$ cat config.mk
export PLATFORM = sky130hd
export DESIGN_NAME = hazard_ctrl
export DESIGN_NICKNAME = d
export VERILOG_FILES = /design/src/rtl/hazard_pkg.sv /design/src/rtl/hazard_ctrl_sat_counter.sv /design/src/rtl/hazard_ctrl.sv
export SDC_FILE = /design/constraint.sdc
export NUM_CORES = 1
export LEC_CHECK = 0
export ABC_AREA = 1
export BUFFER_PORTS_ARGS = -buffer_cell sky130_fd_sc_hd__buf_2
export CORE_MARGIN = 10
export CORE_UTILIZATION = 40
export CTS_CLUSTER_DIAMETER = 150
export DETAILED_ROUTE_END_ITERATION = 7
export GPL_ROUTABILITY_DRIVEN = 0
export PLACE_DENSITY = 0.72
export SYNTH_ARGS = -nofsm -noshare
export SYNTH_HDL_FRONTEND = slang
export SYNTH_HIERARCHICAL = 1
export SYNTH_SLANG_ARGS = --single-unit
export TNS_END_PERCENT = 1
$ cat constraint.sdc
create_clock -name clk_i -period 1.6 [get_ports clk_i]
set_input_delay 0 -clock clk_i [delete_from_list [all_inputs] [get_ports clk_i]]
set_output_delay 0 -clock clk_i [all_outputs]
set_load 0.02 [all_outputs]
$ cat src/rtl/hazard_pkg.sv
// Shared types and constants for the pipeline hazard controller.
package hazard_pkg;

  localparam int REG_AW = 3;
  localparam int CNT_W  = 16;
  localparam int CYC_W  = 3;

  localparam logic [15:0] NOP_INSTR = 16'hC000;

  typedef enum logic [1:0] {
    RUN      = 2'd0,
    LD_STALL = 2'd1,
    FLUSH    = 2'd2,
    MEM_WAIT = 2'd3
  } hz_state_e;

  typedef struct packed {
    logic dhz;
    logic chz;
    logic pc_write;
    logic bubble;
  } hz_ctrl_t;

  // A load whose destination feeds the very next instruction; r0 never hazards.
  function automatic logic load_use_hit(
    input logic              memread,
    input logic [REG_AW-1:0] ld_rt,
    input logic [REG_AW-1:0] rs,
    input logic [REG_AW-1:0] rt
  );
    return memread && (ld_rt != '0) && ((ld_rt == rs) || (ld_rt == rt));
  endfunction

endpackage

$ cat src/rtl/hazard_ctrl_sat_counter.sv
// Saturating up-counter; cleared only by reset, holds at all-ones.
module sat_counter
  import hazard_pkg::*;
#(
  parameter int W = CNT_W
) (
  input  logic         clk_i,
  input  logic         rst_i,
  input  logic         inc_i,
  output logic [W-1:0] cnt_o
);

  always_ff @(posedge clk_i or posedge rst_i) begin
    if (rst_i) begin
      cnt_o <= '0;
    end else if (inc_i && (cnt_o != {W{1'b1}})) begin
      cnt_o <= cnt_o + 1'b1;
    end
  end

endmodule

$ cat src/rtl/hazard_ctrl.sv
// Pipeline hazard controller: load-use stalls, branch flushes and memory freezes,
// with saturating statistics counters for stall and flush cycles.
module hazard_ctrl
  import hazard_pkg::*;
#(
  parameter int LOAD_STALL_CYCLES = 1,
  parameter int FLUSH_CYCLES      = 1
) (
  input  logic              clk_i,
  input  logic              rst_i,
  input  logic [REG_AW-1:0] ifid_rs_i,
  input  logic [REG_AW-1:0] ifid_rt_i,
  input  logic              idex_memread_i,
  input  logic [REG_AW-1:0] idex_rt_i,
  input  logic              branch_taken_i,
  input  logic              mem_busy_i,
  output logic              DHZ_o,
  output logic              CHZ_o,
  output logic              pc_write_o,
  output logic              idex_bubble_o,
  output logic [CNT_W-1:0]  stall_cnt_o,
  output logic [CNT_W-1:0]  flush_cnt_o
);

  // The first hazard cycle is spent in RUN, so the countdown covers the rest.
  localparam logic [CYC_W-1:0] LD_RELOAD = CYC_W'(LOAD_STALL_CYCLES - 1);
  localparam logic [CYC_W-1:0] FL_RELOAD = CYC_W'(FLUSH_CYCLES - 1);
  localparam bit               LD_MULTI  = (LOAD_STALL_CYCLES > 1);
  localparam bit               FL_MULTI  = (FLUSH_CYCLES > 1);

  hz_state_e        state_q, state_d;
  logic [CYC_W-1:0] cyc_q, cyc_d;
  logic             hit;
  hz_ctrl_t         ctrl;

  assign hit = load_use_hit(idex_memread_i, idex_rt_i, ifid_rs_i, ifid_rt_i);

  always_ff @(posedge clk_i or posedge rst_i) begin
    if (rst_i) begin
      state_q <= RUN;
      cyc_q   <= '0;
    end else begin
      state_q <= state_d;
      cyc_q   <= cyc_d;
    end
  end

  always_comb begin
    state_d = state_q;
    cyc_d   = cyc_q;
    unique case (state_q)
      RUN, MEM_WAIT: begin
        if (mem_busy_i) begin
          state_d = MEM_WAIT;
          cyc_d   = '0;
        end else if (state_q == MEM_WAIT) begin
          state_d = RUN;
          cyc_d   = '0;
        end else if (branch_taken_i) begin
          state_d = FL_MULTI ? FLUSH : RUN;
          cyc_d   = FL_MULTI ? FL_RELOAD : '0;
        end else if (hit) begin
          state_d = LD_MULTI ? LD_STALL : RUN;
          cyc_d   = LD_MULTI ? LD_RELOAD : '0;
        end else begin
          state_d = RUN;
          cyc_d   = '0;
        end
      end
      FLUSH: begin
        if (mem_busy_i) begin
          state_d = MEM_WAIT;
          cyc_d   = '0;
        end else if (cyc_q <= CYC_W'(1)) begin
          state_d = RUN;
          cyc_d   = '0;
        end else begin
          cyc_d = cyc_q - 1'b1;
        end
      end
      LD_STALL: begin
        if (mem_busy_i) begin
          state_d = MEM_WAIT;
          cyc_d   = '0;
        end else if (branch_taken_i) begin
          state_d = FL_MULTI ? FLUSH : RUN;
          cyc_d   = FL_MULTI ? FL_RELOAD : '0;
        end else if (cyc_q <= CYC_W'(1)) begin
          state_d = RUN;
          cyc_d   = '0;
        end else begin
          cyc_d = cyc_q - 1'b1;
        end
      end
      default: begin
        state_d = RUN;
        cyc_d   = '0;
      end
    endcase
  end

  // Mealy outputs; forced quiet while reset is held so the pipeline sees no stray enables.
  always_comb begin
    ctrl = '0;
    if (!rst_i) begin
      unique case (state_q)
        RUN, MEM_WAIT: begin
          if (mem_busy_i) begin
            ctrl.dhz = 1'b1;
          end else if (branch_taken_i) begin
            ctrl.chz      = 1'b1;
            ctrl.pc_write = 1'b1;
          end else if (hit) begin
            ctrl.dhz    = 1'b1;
            ctrl.bubble = 1'b1;
          end else begin
            ctrl.pc_write = 1'b1;
          end
        end
        FLUSH: begin
          if (mem_busy_i) begin
            ctrl.dhz = 1'b1;
          end else begin
            ctrl.chz      = 1'b1;
            ctrl.pc_write = 1'b1;
          end
        end
        LD_STALL: begin
          if (mem_busy_i) begin
            ctrl.dhz = 1'b1;
          end else if (branch_taken_i) begin
            ctrl.chz      = 1'b1;
            ctrl.pc_write = 1'b1;
          end else begin
            ctrl.dhz    = 1'b1;
            ctrl.bubble = 1'b1;
          end
        end
        default: ctrl = '0;
      endcase
    end
  end

  assign DHZ_o         = ctrl.dhz;
  assign CHZ_o         = ctrl.chz;
  assign pc_write_o    = ctrl.pc_write;
  assign idex_bubble_o = ctrl.bubble;

  sat_counter #(.W(CNT_W)) u_stall_cnt (
    .clk_i (clk_i),
    .rst_i (rst_i),
    .inc_i (DHZ_o),
    .cnt_o (stall_cnt_o)
  );

  sat_counter #(.W(CNT_W)) u_flush_cnt (
    .clk_i (clk_i),
    .rst_i (rst_i),
    .inc_i (CHZ_o),
    .cnt_o (flush_cnt_o)
  );

endmodule

==> results of run 1 <==
-- through the flow --
step / hold WS, ns / worst slack, ns / instance area, um2 / setup TNS [ns]
2_1_floorplan: -0.192 / -0.143 / 2630 / -2.85
3_3_place_gp: -0.0312 / -0.0736 / 3090 / -0.635
3_5_place_dp: -0.0235 / -0.107 / 3090 / -1.13
4_1_cts: 0.0923 / -0.0644 / 3290 / -0.729
5_1_grt: 0.110 / -0.188 / 3320 / -4.02
6_report: 0.101 / -0.0570 / 3320 / -0.790
-- final cells by class --
type                       instances  area, um2
timing repair buffer              74        470
clock buffer                       7       86.3
sequential                        37        926
multi-input combinational        291       1550
tap                               77       96.3
inverter                          49        186
fill                             612       3030
-- repair_timing --
item                                   in CTS  in global routing
endpoints found under the hold margin      37                  0
pin swaps                                  10                  3
hold buffers                                1                  0
cloned                                      1                  0
setup buffers                               6                  0
resized for setup                          22                  8
setup endpoints to repair                  26                 38
-- worst min-delay path by stage --
stage          startpoint                   end  slack, ns  cells past startpoint
4_1_cts        mem_busy_i  state_q[1]$_DFF_PP0_       0.09                      3
3_3_place_gp        rst_i  state_q[0]$_DFF_PP0_      -0.03                      2
5_1_grt        mem_busy_i  state_q[1]$_DFF_PP0_       0.11                      3
3_5_place_dp        rst_i  state_q[0]$_DFF_PP0_      -0.02                      2
6_report       mem_busy_i  state_q[1]$_DFF_PP0_       0.10                      3
2_1_floorplan       rst_i    cyc_q[0]$_DFF_PP0_      -0.19                      1
-- layout by cell type (no fill, tap or decap) --
cell type	Yosys	layout
a21oi_1	5	4
a21oi_2	1	2
a31oi_2	1	1
buf_12	0	1
buf_2	0	46
buf_4	0	22
buf_6	1	4
clkbuf_1	0	1
clkbuf_8	0	6
dfrtp_1	37	37
dlygate4sd3_1	0	1
ha_1	6	4
ha_4	0	2
inv_1	42	36
inv_2	7	12
inv_4	0	1
nand2_1	146	141
nand2_2	12	16
nand2_4	0	1
nand3_1	22	21
nand3_2	3	4
nand3b_1	5	5
nand4_1	8	8
nor2_1	37	31
nor2_2	6	10
nor2_4	7	9
o21ai_0	6	2
o21ai_1	5	6
o21ai_2	9	12
o21bai_1	1	1
xnor2_1	4	4
xor2_1	7	7
-- synthesized netlist by cell type --
master / count / share of area
o21bai_1: 1 / 0.0029
inv_1: 42 / 0.061
nand2_1: 146 / 0.21
nand3_2: 3 / 0.012
nand3_1: 22 / 0.042
nor2_1: 37 / 0.053
nor2_4: 7 / 0.030
nand3b_1: 5 / 0.014
a31oi_2: 1 / 0.0048
nor2_2: 6 / 0.014
xnor2_1: 4 / 0.013
buf_6: 1 / 0.0043
a21oi_2: 1 / 0.0034
o21ai_1: 5 / 0.0096
buf_8: 1 / 0.0058
o21ai_0: 6 / 0.012
a21oi_1: 5 / 0.0096
nand4_1: 8 / 0.019
nand2_2: 12 / 0.029
ha_1: 6 / 0.029
o21ai_2: 9 / 0.030
dfrtp_1: 37 / 0.36
inv_2: 7 / 0.010
xor2_1: 7 / 0.024
-- worst min-delay path, stage by stage --
cell	delay, ns
buf_2	0.13
inv_2	0.13
a21oi_1	0.08
-- power by group through the flow --
stage / Combinational, W / Sequential, W / Clock, W
CTS: 0.00225 / 0.00139 / 0.000695
finish: 0.00228 / 0.00139 / 0.000664
global route: 0.00250 / 0.00143 / 0.000744
floorplan: 0.00111 / 0.00157 / 0
global placement: 0.00195 / 0.00140 / 0
detailed placement: 0.00198 / 0.00141 / 0
-- cell families after synthesis --
| logic type | after synthesis |
|---|---|
| AND/OR/NAND/NOR | 246 |
| buffers and inverters | 51 |
| flip-flops | 37 |
| AO/OA/AOI/OAI | 28 |
| XOR/XNOR | 11 |
| adder cells (fa/ha/maj) | 6 |
-- layer usage --
metal | track usage | share of wire
met1 | 0.147 | 0.43
met2 | 0.238 | 0.52
met3 | 0.0302 | 0.045
met4 | 0.0435 | 0.0084
met5 | 0 | 0
-- sequential cells by signal, summed over array words and instances, names as in the netlist --
name	cells
u_stall_cnt/cnt_o	16
state_q	2
u_flush_cnt/cnt_o	16
cyc_q	3
==> flow_summary_export.csv, run 1 <==
group,metric,value,unit
critical_path,r2r_start,"state_q[1]$_DFF_PP0_",
critical_path,path_depth,11,
placed_design,port_buffers,49,
worst_hold_path,worst_hold_path_type,"input port to register",
die,die_area,10100,um2
die,io-pin-count,50,
global_route,antenna_found_initial,0,
detailed_routing,num_vias,2596,
clock_network,cts_root_buf,"clkbuf_8",
yosys,synth-seq-cells,37,
power,comb_power_share,0.526,
clock_network,clkLatencyLatePin,0.29,ns
critical_path,startpoint,"state_q[1]$_DFF_PP0_",
yosys,yosysSeqAreaShare,0.356,
detailed_routing,viasPerCell,4.85,
global_route,overflow,0,
power,switching_share,0.440,
die,die_x,101,um
global_route,track_usage,0.132,
critical_path,cp.arrival,1.89,ns
timing,timing.fmax,603,MHz
timing,clock_skew,0.00782,ns
finish,diodes,0,
yosys,synth-compound-area-share,0.0722,
die,core-area,6350,um2
timing,worstMarginPinSlew,0.671,ns
timing,slew_violations,0,
critical_path,reg2reg_depth,11,
global_route,grt_max_degree,17,
timing,slew_headroom,0.552,
power,p_leak,1.66,nW
die,chipHeight,101,um
timing,fin_ws,-0.0570,ns
critical_path,cp.required,1.83,ns
global_route,grt_pass1_vias,2589,
detailed_routing,ant_nets,0,
finish,fin_nets,478,
critical_path,crit_path_end_kind,"register",
power,power_frac_seq,0.321,
clock_network,clock_path_buffers,2,
placed_design,place_inst,520,
timing,final_hold_viol_count,0,
detailed_routing,drc,0,
detailed_routing,firstDrtPassIters,4,
critical_path,r2r-end,"u_stall_cnt/cnt_o[0]$_DFFE_PP0P_",
timing,finalCritPeriodShare,1.04,
yosys,yosysUniqueCellTypes,24,
critical_path,path_max_fanout,5,
critical_path,reg2reg_slack,-0.06,ns
clock_network,cts_tree,"yes",
detailed_routing,totalWireLength,6580,um
power,intPower,0.00243,W
clock_network,clkTransAtPathRegs,0.07,ns
yosys,yosys.area_share.simple,0.425,
critical_path,critPathSlowestCell,"dfrtp_1",
clock_network,cts_sinks,37,
die,start_util,0.410,
detailed_routing,drt-initial-drc-count,78,
timing,min_period,1.66,ns
finish,layout-drive-gt1-share,0.325,
detailed_routing,wl_per_cell,12.3,um
critical_path,startpoint_type,"register",
power,p_per_area,1310,nW/um2
timing,rsz0062_at_grt,"yes",
yosys,synth_cells,379,
power,pwr-share-clk,0.153,
yosys,synthAdderAreaFrac,0.0289,
run_status,status,"finished with violations",
finish,area_delta_synth_final,27.6,%
finish,fin_util,0.523,
timing,setup_viol,24,
power,power.total,0.00433,W
critical_path,crit_buf_inv,4,
critical_path,endpoint,"u_stall_cnt/cnt_o[0]$_DFFE_PP0P_",
yosys,synth_area_per_cell,6.86,um2
clock_network,h-tree-depth,2,
run_status,violations,"setup timing",
placed_design,dp_hpwl,4990,um
clock_network,numCtsBuffers,5,
finish,fin_cells,535,
yosys,synth_xor_area_frac,0.0370,
critical_path,critical-path-top-delay-family,"flip-flops",
yosys,synthMuxAreaShare,0,
yosys,synth_top_family_by_area,"simple AND/OR/NAND/NOR gates",
yosys,syn_area,2600,um2
critical_path,crit_path_max_incr_delay,0.43,ns
power,irDropWorstVdd,0.815,mV
critical_path,cp_cell_sequence,"ha_4, inv_4, nor2_4, inv_2, nor2_2, a21oi_2, inv_2, nor2_4, buf_4, nand2_1, nand2_1",
critical_path,path_class,"register to register",
die,placementRows,29,
global_route,grt_pass1_wl,11200,um
power,p_switching,0.00191,W
yosys,synth_warnings,6,
job,drv_cap,0,
yosys,synth_nets,399,
Note: power is estimated with default switching activity, not from simulation.
==> run 2, diff against run 1 <==
PLACE_DENSITY = 0.73   (was 0.72)
SYNTH_HIERARCHICAL = not set   (was 1)
==> run 2 against run 1 <==
The flow still finishes with violations (setup timing). Clock skew grew 0.0012 ns. Non-clock buffer count grew 32. Die area shrank 6.5%. Routed wire length shrank 3.2%. Hold slack lost 0.039 ns. Sequential power shrank 9%. Count of clock-buffer cells in the layout is the same. Utilization grew 4.4 points. Largest power group unchanged.
==> flow_summary_export.csv, run 2 <==
group,metric,value,unit
clock_network,clkTransAtPathRegs,0.07,ns
clock_network,numCtsBuffers,5,
power,p_per_area,1180,nW/um2
clock_network,clock_path_buffers,2,
finish,diodes,0,
critical_path,path_max_fanout,4,
finish,area_delta_synth_final,38.7,%
yosys,yosysUniqueCellTypes,27,
global_route,grt_use_met2,0.218,
die,die_area,9470,um2
placed_design,port_buffers,49,
power,p_leak,1.73,nW
critical_path,r2r-end,"u_flush_cnt.cnt_o[10]$_DFFE_PP0P_",
timing,worstMarginPinSlew,0.299,ns
timing,fin_ws,-0.213,ns
placed_design,dp_hpwl,4830,um
yosys,synthArstFlopShare,1.00,
run_status,status,"finished with violations",
finish,fin_util,0.567,
die,start_util,0.408,
timing,timing.fmax,552,MHz
timing,finalCritPeriodShare,1.13,
worst_hold_path,hold_end,"cyc_q[1]$_DFF_PP0_",
finish,fin_nets,456,
finish,n_fill_cell,538,
detailed_routing,drc,0,
detailed_routing,viasPerCell,4.91,
finish,final_common_cell,"nand2_1",
detailed_routing,wl_per_cell,12.5,um
detailed_routing,drt-initial-drc-count,108,
clock_network,cts_sinks,37,
run_status,violations,"setup timing",
yosys,yosysSeqAreaShare,0.387,
critical_path,r2r_start,"state_q[1]$_DFF_PP0_",
detailed_routing,firstDrtPassIters,4,
detailed_routing,num_vias,2509,
clock_network,cts_root_buf,"clkbuf_8",
die,placementRows,28,
clock_network,cts_tree,"yes",
worst_hold_path,holdCritStartpoint,"mem_busy_i",
yosys,synth_top_area_cell,"dfrtp_1",
yosys,synth_cells,330,
global_route,top_usage_layer,"met2",
yosys,synth_area_per_cell,7.24,um2
timing,final_hold_viol_count,0,
global_route,met1_usage,0.154,
critical_path,cp.arrival,1.81,ns
yosys,syn_area,2390,um2
timing,min_period,1.81,ns
placed_design,dp_slack,-0.187,ns
critical_path,startpoint_type,"register",
critical_path,cp.required,1.60,ns
yosys,synth-seq-cells,37,
finish,reg_top3,"u_flush_cnt.cnt_o (16), u_stall_cnt.cnt_o (16), cyc_q (3)",
worst_hold_path,holdPathStages,4,
global_route,overflow,0,
clock_network,h-tree-depth,2,
power,irDropWorstVdd,0.663,mV
global_route,grt_pass1_vias,2410,
critical_path,path_class,"register to output port",
timing,clock_skew,0.00900,ns
timing,slew_headroom,0.799,
timing,rsz0062_at_grt,"yes",
yosys,ys.flop_type,"dfrtp_1",
finish,layout-drive-gt1-share,0.307,
global_route,grt_max_degree,25,
detailed_routing,ant_nets,0,
finish,layout_common_cells,"nand2_1 (106), buf_4 (51), buf_2 (46), dfrtp_1 (37), inv_1 (32)",
job,drv_cap,0,
clock_network,clkLatencyLatePin,0.29,ns
global_route,use_met3,0.0363,
global_route,track_usage,0.127,
die,die_x,97.3,um
die,io-pin-count,50,
die,chipHeight,97.3,um
die,core-area,5850,um2
critical_path,reg2reg_slack,-0.19,ns
global_route,antenna_found_initial,0,
critical_path,reg2reg_depth,10,
yosys,synthTopCellsByArea,"dfrtp_1 (39%), nand2_1 (17%), inv_1 (5.5%)",
timing,slew_violations,0,
yosys,synth_edf_count,0,
yosys,synth_top_area_share,0.387,
yosys,synth_nets,350,
yosys,synth.most_common_cell,"nand2_1",
yosys,synth_top_cells_by_count,"nand2_1 (107), dfrtp_1 (37), inv_1 (35), nor2_1 (25), nand4_1 (21)",
detailed_routing,totalWireLength,6370,um
global_route,grt_pass1_wl,10600,um
timing,setup_viol,36,
yosys,synth_warnings,0,
worst_hold_path,worst_hold_path_type,"input port to register",
critical_path,crit_path_end_kind,"output port",
run 2: logic make-up after synthesis:
kind of cell	Yosys count	share of synthesized area
buf+inv	49	0.0822
compound gates	22	0.0492
flops	37	0.387
xor+xnor	27	0.0990
fa+ha+maj	6	0.0314
simple gates	189	0.351
run 2: critical path, stage by stage (launching register included):
cell,delay (ns)
dfrtp_1,0.41
ha_4,0.30
buf_6,0.08
nand3b_1,0.06
a31oi_1,0.14
nand2_1,0.14
buf_6,0.15
a21oi_2,0.11
buf_4,0.15
run 2: layout make-up:
cell class | instances | area (um2) | share of cell area
multi-input combinational | 245 | 1340 | 0.404
timing repair buffer | 106 | 713 | 0.215
tap | 75 | 93.8 | 0.0283
clock buffer | 7 | 86.3 | 0.0260
sequential | 37 | 926 | 0.279
inverter | 41 | 156 | 0.0472
run 2: worst max-delay path by stage:
stage	start	end	slack (ns)
6_report	state_q[1]$_DFF_PP0_	idex_bubble_o	-0.21
5_1_grt	state_q[1]$_DFF_PP0_	u_flush_cnt.cnt_o[10]$_DFFE_PP0P_	-0.31
4_1_cts	state_q[1]$_DFF_PP0_	DHZ_o	-0.23
3_5_place_dp	state_q[1]$_DFF_PP0_	u_stall_cnt.cnt_o[7]$_DFFE_PP0P_	-0.19
3_3_place_gp	state_q[0]$_DFF_PP0_	DHZ_o	-0.12
2_1_floorplan	state_q[1]$_DFF_PP0_	u_stall_cnt.cnt_o[2]$_DFFE_PP0P_	-0.19
run 2: what timing repair did:
item,CTS,global route
gates cloned,0,2
setup buffers,4,1
pin swaps,5,6
endpoints found under the hold margin,24,0
hold buffers,1,0
gates resized for setup,14,14
setup endpoints to repair,35,39
run 2: report_power, final:
part	total (W)	switching (W)	internal, W
sequential	0.00127	0.000138	0.00113
clock	0.000651	0.000310	0.000342
combinational	0.00198	0.00110	0.000881
run 2: metal layers:
metal  up-vias  routed length (um)  share of wire
li1       1271                   -              -
met1      1168                2760           0.43
met2        64                3130           0.49
met3         6                 424          0.067
met4         0                  49         0.0077
met5         -                   0              0
run 2: through the flow:
stage | std cells | hold WS, ns | setup TNS (ns) | instance area, um2 | power [W]
2_1_floorplan | 330 | 0.0798 | -6.43 | 2410 | 0.00229
3_3_place_gp | 496 | 0.0680 | -2.82 | 3080 | 0.00305
3_5_place_dp | 496 | 0.0791 | -4.74 | 3080 | 0.00309
4_1_cts | 508 | 0.0692 | -5.83 | 3250 | 0.00386
5_1_grt | 511 | 0.0858 | -9.23 | 3320 | 0.00417
6_report | 511 | 0.0619 | -5.01 | 3320 | 0.00390
==> run 3, diff against run 2 <==
ABC_AREA = not set   (was 1)
PLACE_DENSITY = 0.75   (was 0.73)
==> run 3 against run 2 <==
The flow still finishes with violations (setup timing). Combinational power is 28% lower. Utilization is 5.6 points higher. Total power is 16% lower. Area after synthesis is 20% lower. Hold slack better by 0.035 ns. Clock power is 4.1% higher. Sequential share of layout area is 3.8 points higher. Sequential power is 8% lower. Synthesized cell count is 44% lower. Die area is 16% lower. Clock skew is 0.0037 ns lower. Maximum frequency is 5.4% lower. Highest routed layer unchanged.
==> flow_summary_export.csv, run 3 <==
group,metric,value,unit
detailed_routing,drc,0,
job,drv_cap,0,
clock_network,cts_tree,"yes",
timing,fin_ws,-0.317,ns
global_route,track_usage,0.125,
power,irDropWorstVdd,0.677,mV
timing,slew_violations,0,
die,placementRows,25,
yosys,syn_area,1910,um2
global_route,grt_pass1_vias,1781,
finish,layout-drive-gt1-share,0.486,
timing,worstMarginPinSlew,0.472,ns
yosys,synth_cells,184,
yosys,synth.most_common_cell,"dfrtp_1",
critical_path,r2r-end,"u_flush_cnt.cnt_o[1]$_DFFE_PP0P_",
die,die_x,89.2,um
critical_path,reg2reg_slack,-0.32,ns
die,start_util,0.408,
critical_path,path_class,"register to register",
yosys,synthArstFlopShare,1.00,
finish,multiInputGateArea,1090,um2
global_route,antenna_found_initial,0,
finish,area_delta_synth_final,52.8,%
clock_network,h-tree-depth,2,
finish,n_fill_cell,389,
critical_path,crit_path_end_kind,"register",
yosys,yosysSeqAreaShare,0.484,
timing,min_period,1.92,ns
die,core-area,4690,um2
critical_path,path_max_fanout,6,
finish,layout_common_cells,"buf_4 (52), buf_2 (47), dfrtp_1 (35), xnor2_1 (21), xor2_1 (15)",
clock_network,clkTransAtPathRegs,0.07,ns
finish,final_common_cell,"buf_4",
die,io-pin-count,50,
finish,fin_nets,315,
worst_hold_path,worst_hold_path_type,"input port to register",
placed_design,place_inst,336,
timing,clock_skew,0.00526,ns
finish,regArea,928,um2
finish,fin_cells,350,
clock_network,cts_root_buf,"clkbuf_8",
placed_design,dp_hpwl,3740,um
placed_design,port_buffers,49,
global_route,grt_max_degree,38,
run_status,violations,"setup timing",
detailed_routing,ant_nets,0,
worst_hold_path,holdPathStages,3,
finish,diodes,0,
critical_path,startpoint_type,"register",
finish,reg_top3,"u_flush_cnt.cnt_o (16), u_stall_cnt.cnt_o (16), cyc_q (3)",
yosys,synthTopCellsByArea,"dfrtp_1 (48%), xnor2_1 (10%), xor2_1 (6.9%)",
critical_path,cp.arrival,2.09,ns
critical_path,cp.required,1.77,ns
global_route,grt_pass1_wl,8040,um
detailed_routing,drt-initial-drc-count,65,
yosys,synth_top_cells_by_count,"dfrtp_1 (37), xnor2_1 (22), xor2_1 (15), nor2_1 (14)",
detailed_routing,firstDrtPassIters,4,
worst_hold_path,hold_end,"state_q[0]$_DFF_PP0_",
die,die_area,7950,um2
critical_path,reg2reg_depth,6,
worst_hold_path,holdCritStartpoint,"mem_busy_i",
power,p_per_area,1120,nW/um2
detailed_routing,num_vias,1708,
timing,finalCritPeriodShare,1.20,
run_status,status,"finished with violations",
yosys,synth_edf_count,0,
clock_network,clock_path_buffers,2,
timing,setup_viol,36,
yosys,synth_nets,204,
timing,timing.fmax,522,MHz
detailed_routing,viasPerCell,4.88,
yosys,yosysUniqueCellTypes,37,
clock_network,cts_sinks,37,
yosys,synth_top_area_share,0.484,
clock_network,numCtsBuffers,5,
timing,slew_headroom,0.685,
clock_network,clkLatencyLatePin,0.28,ns
timing,rsz0062_at_grt,"yes",
detailed_routing,totalWireLength,4880,um
yosys,synth_warnings,0,
critical_path,r2r_start,"state_q[0]$_DFF_PP0_",
die,chipHeight,89.2,um
global_route,overflow,0,
timing,final_hold_viol_count,0,
placed_design,dp_slack,-0.355,ns
power,p_leak,1.48,nW
yosys,synth_top_area_cell,"dfrtp_1",
yosys,synth_area_per_cell,10.4,um2
yosys,ys.flop_type,"dfrtp_1",
yosys,synth-seq-cells,37,
detailed_routing,wl_per_cell,13.9,um
-- run 3: cell types whose count changed in the layout (fill, tap and decap cells not counted), sizes merged, moves of 3 or more --
| cell | before | now |
|---|---|---|
| o21ai | 16 | 3 |
| nand4 | 21 | 4 |
| nand2 | 109 | 13 |
| inv | 40 | 10 |
| a211oi | 0 | 3 |
| and3 | 0 | 4 |
| or3 | 0 | 3 |
| nor2 | 26 | 14 |
| xnor2 | 14 | 22 |
| nand3 | 22 | 13 |
| nor4 | 0 | 5 |
-- run 3: how the worst max path moves through the flow --
| stage | startpoint | endpoint | slack (ns) | cells after the start |
|---|---|---|---|---|
| after detailed placement | state_q[0]$_DFF_PP0_ | u_stall_cnt.cnt_o[8]$_DFFE_PP0P_ | -0.35 | 8 |
| after global routing | state_q[0]$_DFF_PP0_ | u_flush_cnt.cnt_o[13]$_DFFE_PP0P_ | -0.44 | 9 |
| after global placement | state_q[0]$_DFF_PP0_ | u_flush_cnt.cnt_o[8]$_DFFE_PP0P_ | -0.31 | 7 |
| after CTS | state_q[1]$_DFF_PP0_ | u_flush_cnt.cnt_o[7]$_DFFE_PP0P_ | -0.31 | 7 |
| after floorplan | state_q[1]$_DFF_PP0_ | u_flush_cnt.cnt_o[15]$_DFFE_PP0P_ | -0.39 | 7 |
| final | state_q[0]$_DFF_PP0_ | u_flush_cnt.cnt_o[1]$_DFFE_PP0P_ | -0.32 | 6 |
-- run 3: worst max-delay path, stage by stage (launching register included) --
cell and delay, ns:
dfrtp_1 0.39, inv_2 0.06, ha_4 0.27, nand2b_4 0.16, a211oi_4 0.23, o31a_1 0.32, mux2_2 0.37
-- run 3: metal layers --
layer	share of wire	vias up	track usage
met1	0.47	802	0.159
li1	-	862	-
met3	0.044	4	0.0292
met4	0.0047	0	0.0260
met2	0.48	40	0.209
met5	0	-	0
-- run 3: logic make-up (layout without fill, tap and decap cells) --
logic type,count (synthesis),after routing,synth area share
AOI/OAI and AO/OA,17,17,0.0661
adders and majority gates,6,6,0.0392
buffers and inverters,12,124,0.0242
muxes,2,2,0.0118
DFF,37,37,0.484
and+or+nand+nor,73,73,0.205
xor gates and xnor gates,37,37,0.169
-- run 3: area by class of cell --
type | count | share of cell area
clock buffer | 7 | 0.0295
clock inverter | 1 | 0.00257
inverter | 10 | 0.0128
multi-input combinational | 135 | 0.374
sequential | 37 | 0.318
tap | 54 | 0.0231
timing repair buffer | 106 | 0.241
-- run 3: timing repair --
action	in CTS	in global routing
resized for setup	14	16
setup endpoints to repair	36	36
setup buffers	3	2
pin swaps	11	10
hold buffers	1	0
endpoints found under the hold margin	37	0
-- run 3: per-stage QoR --
step / setup TNS [ns] / util / instance area (um2) / power (W) / hold slack [ns]
2_1_floorplan: -8.03 / - / 1970 / 0.00190 / 0.0348
3_5_place_dp: -8.77 / 0.565 / 2650 / 0.00248 / 0.265
5_1_grt: -12.15 / 0.623 / 2920 / 0.00349 / 0.127
4_1_cts: -8.30 / 0.604 / 2840 / 0.00322 / 0.0890
3_3_place_gp: -7.15 / 0.565 / 2650 / 0.00245 / 0.250
6_report: -7.94 / 0.623 / 2920 / 0.00326 / 0.0970
-- run 3: report_power, final --
part | switching (W) | leakage (nW) | internal (W) | total (W)
registers | 0.0000963 | 0.486 | 0.00107 | 0.00117
logic | 0.000742 | 0.949 | 0.000674 | 0.00142
clock network | 0.000328 | 0.0445 | 0.000350 | 0.000678
total | 0.00117 | 1.48 | 0.00210 | 0.00326
